<file path="src/rtl/pipeline_adder_result_buffer.sv">
// Result buffer for a fixed-latency, non-stallable adder.
// Upstream issue is gated by a credit, so the adder can never deliver a result the FIFO cannot hold.
module pipeline_adder_result_buffer #(
    parameter int unsigned WIDTH   = 64,
    parameter int unsigned LATENCY = 4,
    parameter int unsigned DEPTH   = 8
) (
    input  logic                         clk,
    input  logic                         rst,
    input  logic                         in_valid,
    output logic                         in_ready,
    input  logic [WIDTH-1:0]             sum_in,
    input  logic                         cout_in,
    output logic                         out_valid,
    input  logic                         out_ready,
    output logic [WIDTH-1:0]             out_sum,
    output logic                         out_cout,
    output logic [$clog2(DEPTH+1)-1:0]   count,
    output logic                         drop_err
);

    localparam int unsigned CW = $clog2(DEPTH + 1);
    localparam int unsigned PW = (DEPTH > 1) ? $clog2(DEPTH) : 1;
    localparam int unsigned FW = (LATENCY > 1) ? $clog2(LATENCY + 1) : 1;
    localparam int unsigned OW = CW + FW + 1;

    logic [LATENCY-1:0] dl_q, dl_d;
    logic [FW-1:0]      inflight_q, inflight_d;
    logic [PW-1:0]      wr_ptr_q, wr_ptr_d;
    logic [PW-1:0]      rd_ptr_q, rd_ptr_d;
    logic [CW-1:0]      count_q, count_d;
    logic [WIDTH-1:0]   head_sum_q, head_sum_d;
    logic               head_cout_q, head_cout_d;
    logic               drop_err_q, drop_err_d;

    logic [WIDTH-1:0]   mem_sum [DEPTH];
    logic               mem_cout [DEPTH];

    logic               acc;
    logic               cap;
    logic               pop;
    logic [OW-1:0]      occ;

    function automatic logic [PW-1:0] ptr_inc(input logic [PW-1:0] p);
        if (p == PW'(DEPTH - 1)) begin
            return '0;
        end
        return p + PW'(1);
    endfunction

    // Credit counts both stored results and results still inside the adder.
    assign occ      = OW'(count_q) + OW'(inflight_q);
    assign in_ready = (occ < OW'(DEPTH));
    assign acc      = in_valid & in_ready;
    assign cap      = dl_q[LATENCY-1];
    assign pop      = out_valid & out_ready;

    assign out_valid = (count_q != '0);
    assign out_sum   = head_sum_q;
    assign out_cout  = head_cout_q;
    assign count     = count_q;
    assign drop_err  = drop_err_q;

    always_comb begin
        dl_d    = dl_q;
        dl_d[0] = acc;
        for (int unsigned i = 1; i < LATENCY; i++) begin
            dl_d[i] = dl_q[i-1];
        end
    end

    always_comb begin
        inflight_d = inflight_q;
        unique case ({acc, cap})
            2'b10:   inflight_d = inflight_q + FW'(1);
            2'b01:   inflight_d = inflight_q - FW'(1);
            default: inflight_d = inflight_q;
        endcase
    end

    always_comb begin
        count_d  = count_q;
        unique case ({cap, pop})
            2'b10:   count_d = count_q + CW'(1);
            2'b01:   count_d = count_q - CW'(1);
            default: count_d = count_q;
        endcase
        wr_ptr_d = cap ? ptr_inc(wr_ptr_q) : wr_ptr_q;
        rd_ptr_d = pop ? ptr_inc(rd_ptr_q) : rd_ptr_q;
    end

    // Registered head: next entry from memory, or the incoming result when the FIFO drains to it.
    always_comb begin
        head_sum_d  = head_sum_q;
        head_cout_d = head_cout_q;
        if (pop && (count_q > CW'(1))) begin
            head_sum_d  = mem_sum[rd_ptr_d];
            head_cout_d = mem_cout[rd_ptr_d];
        end else if (cap && ((count_q == '0) || (pop && (count_q == CW'(1))))) begin
            head_sum_d  = sum_in;
            head_cout_d = cout_in;
        end
    end

    assign drop_err_d = drop_err_q | (in_valid & ~in_ready);

    always_ff @(posedge clk or posedge rst) begin
        if (rst) begin
            dl_q        <= '0;
            inflight_q  <= '0;
            wr_ptr_q    <= '0;
            rd_ptr_q    <= '0;
            count_q     <= '0;
            head_sum_q  <= '0;
            head_cout_q <= 1'b0;
            drop_err_q  <= 1'b0;
        end else begin
            dl_q        <= dl_d;
            inflight_q  <= inflight_d;
            wr_ptr_q    <= wr_ptr_d;
            rd_ptr_q    <= rd_ptr_d;
            count_q     <= count_d;
            head_sum_q  <= head_sum_d;
            head_cout_q <= head_cout_d;
            drop_err_q  <= drop_err_d;
        end
    end

    always_ff @(posedge clk) begin
        if (cap) begin
            mem_sum[wr_ptr_q]  <= sum_in;
            mem_cout[wr_ptr_q] <= cout_in;
        end
    end

endmodule

</file>
<file path="config.mk">
export PLATFORM = sky130hd
export DESIGN_NAME = pipeline_adder_result_buffer
export DESIGN_NICKNAME = d
export VERILOG_FILES = /design/src/rtl/pipeline_adder_result_buffer.sv
export SDC_FILE = /design/constraint.sdc
export NUM_CORES = 1
export LEC_CHECK = 0
export ABC_AREA = 1
export BUFFER_PORTS_ARGS = -buffer_cell sky130_fd_sc_hd__buf_2
export CORE_UTILIZATION = 40
export CTS_BUF_LIST = sky130_fd_sc_hd__clkbuf_4 sky130_fd_sc_hd__clkbuf_8 sky130_fd_sc_hd__clkbuf_16
export CTS_CLUSTER_SIZE = 16
export DETAILED_ROUTE_END_ITERATION = 7
export PLACE_DENSITY = 0.6
export SLEW_MARGIN = 20
export SYNTH_ARGS = -nofsm -noshare
export SYNTH_HDL_FRONTEND = slang
export SYNTH_SLANG_ARGS = --single-unit
</file>
<file path="constraint.sdc">
create_clock -name clk -period 10.4 [get_ports clk]
set_input_delay 1.56 -clock clk [delete_from_list [all_inputs] [get_ports clk]]
set_output_delay 1.56 -clock clk [all_outputs]
set_load 0.01 [all_outputs]
</file>
==> metrics.cfg <==
[worst_setup_path]
worst-path-buf-inv = 2
crit_slowest_cell = nand2_4
cp_common_cell = nand3_1
r2r_setup_slack_ps = 6090
worstSetupPathType = primary input to register
worstPathCellList = buf_2 > nand3_4 > nand2_4 > buf_4 > nand2_1 > nand3_1 > nand3_1 > nand3_1 > a21oi_1
r2r_cells = 11
path_max_fanout = 68
startpoint_type = primary input
r2r-end = out_sum[13]
cp_top_family = simple AND/OR/NAND/NOR gates
cp.arrival_ps = 4840
critPathCaptureType = register
crit-reg2reg-launch = rd_ptr_q[0]
cp.required_ps = 10900
cpPeakStageDelay_ps = 970

[grt]
track_usage_pct = 22.0
overflow = 0
grt_max_degree = 85
grt_pass1_vias = 18580
antenna_found_initial = 13
grt_pass1_wl_mm = 112

[route]
wirelength_mm = 73.5
initialDrtViolationCount = 1477
first_pass_iters = 6
via_count = 18517
viasPerCell = 5.23
post_drt_wl_per_cell_um = 20.8
drc = 0
ant_nets = 0

[floorplanning]
row_count = 93
ios = 141
dieArea_mm2 = 0.0672
dieHeight_um = 259
die_x_um = 259
fp.coreArea_mm2 = 0.0649
initial_core_util_pct = 40.8

[timing]
finalSetupViolations = 0
hold_violations = 0
slew_headroom_pct = 19.5
fin_ws_ps = 6060
clock_skew_ps = 13.6
finalCriticalPeriod_ps = 4340
rsz0062_at_grt = no
tightest_slew_ps = 1210
clock.fmax_mhz = 230
period_share_pct = 41.7
setup_tns_ps = 0
drv_slew = 0

[logic_synthesis]
synthesis.area_mm2 = 0.0265
synth_nets = 2635
yosys.area.top_type = edfxtp_1
synth_async_sr_flop_share_pct = 13.8
yosysWarningCount = 0
synth.area.top_cells = edfxtp_1 (59%), nand3_1 (14%), dfrtp_1 (7.8%)
yosysTopAreaCellShare_pct = 59.0
ys.flop_type = edfxtp_1
synth_cell_types = 28
syn-instance-count = 2554
syn_area_per_cell_um2 = 10.4
synth_edf_count = 520
ys_ff_latch = 603
synth-seq-area-share_pct = 66.8

[cts]
htreeDepth = 2
cts_buffer_depth = 3
clk_latency_ps = 620
post_cts.repair.setup_buffers = 0
clkTransAtPathRegs_ps = 60
cts_tree = yes
cts.sinks = 603
cts_hold_buf = 0
postCtsResizedCells = 0
cts_root_buffer = clkbuf_16
numCtsBuffers = 60

[run_status]
outcome = finished clean

[min_path]
hold_start = dl_q[0]
hold_depth = 0
min_to = dl_q[1]
hold_path.class = register to register

[finish]
drive_gt1_share_pct = 11.2
fill_cells = 5933
mostFrequentLayoutCell = nand3_1
multiInputGateArea_mm2 = 0.00609
fin_util_pct = 46.0
final_cell_mix = nand3_1 (716), inv_1 (542), edfxtp_1 (520)
ff_latch_area_mm2 = 0.0177
syn_to_final_growth_pct = 12.7
layout.nets = 2715

[place]
routabilityCongestion = 0.763
pre_cts_ws_ps = 5440
io_buffers = 140
dp_hpwl_mm = 35.7

[job]
maxCapViolCount = 0

[pwr]
p_leak_nw = 12.7
peakVddDrop_v = 0.000171
p_per_area_mw_per_mm2 = 282

==> logic make-up after synthesis <==
| group | synth area share (%) |
|---|---|
| and+or+nand+nor | 19.0 |
| adders and majority gates | 0.595 |
| xor gates and xnor gates | 0.198 |
| DFF | 66.8 |
| buffers and inverters | 10.6 |
| AOI/OAI and AO/OA | 2.77 |
==> worst max-delay path by stage <==
stage	start	to	depth (start not counted)
after floorplan	dl_q[3]	mem_cout[1]	2
after global placement	out_ready	out_sum[11]	9
after detailed placement	out_ready	out_sum[13]	9
after CTS	rd_ptr_q[0]	out_sum[13]	11
after global routing	rd_ptr_q[0]	out_sum[13]	11
final	out_ready	out_sum[13]	9
==> through the flow <==
| stage | power (mW) | area [um2] | instances | hold slack [ps] |
|---|---|---|---|---|
| finish | 8.43 | 29800 | 3539 | 345 |
| global route | 8.90 | 29800 | 3537 | 353 |
| CTS | 8.43 | 29800 | 3531 | 350 |
| detailed placement | 6.31 | 27800 | 3425 | 336 |
| global placement | 6.24 | 27800 | 3425 | 335 |
| floorplan | 5.26 | 26500 | 2554 | 331 |
==> sequential cells by signal (all words and copies together) (netlist names) <==
| register | flops |
|---|---|
| mem_sum | 512 |
| out_sum | 64 |
| mem_cout | 8 |
| count | 4 |
| dl_q | 4 |
| inflight_q | 3 |
| rd_ptr_q | 3 |
| wr_ptr_q | 3 |
| drop_err | 1 |
| out_cout | 1 |
==> metal layers <==
| layer | GRT usage (%) | routed length (um) | up-vias |
|---|---|---|---|
| met5 | 0 | 76 | - |
| li1 | - | - | 8595 |
| met2 | 35.5 | 35000 | 714 |
| met4 | 6.67 | 1490 | 12 |
| met1 | 30.0 | 31100 | 9067 |
| met3 | 4.37 | 5850 | 129 |
==> worst reg2reg max path, stage by stage, from the launching register on <==
cell and delay (ps):
dfrtp_1 440, ha_1 240, ha_1 180, nor2_1 240, nand3_4 640, nand2_4 1000, buf_4 850, nand2_1 210
nand3_1 150, nand3_1 70, nand3_1 100, a21oi_1 80
==> power by group <==
| group | switching, mW | internal, mW | leakage (nW) |
|---|---|---|---|
| clock | 0.885 | 1.25 | 0.970 |
| sequential | 0.171 | 2.98 | 5.64 |
| combinational | 2.23 | 0.913 | 6.14 |
| total | 3.29 | 5.14 | 12.7 |
==> cell usage after synthesis (4+ instances only) <==
library cell / count
inv_1: 545
buf_4: 12
nand2_1: 284
edfxtp_1: 520
buf_2: 109
clkbuf_1: 30
nand2_2: 4
o21ai_0: 6
nand3_1: 717
a21oi_1: 133
nor2_1: 78
ha_1: 11
dfrtp_1: 83
xnor2_1: 4
==> cell type report <==
class                           instances  area share [%]
Antenna cell                            6          0.0503
Clock buffer                           94            6.13
Clock inverter                         12           0.356
Inverter                              547            6.90
Multi-Input combinational cell       1250            20.4
Sequential cell                       603            59.3
Tap cell                              855            3.58
Timing Repair Buffer                  172            3.29
(Power assumes the default switching activity.)
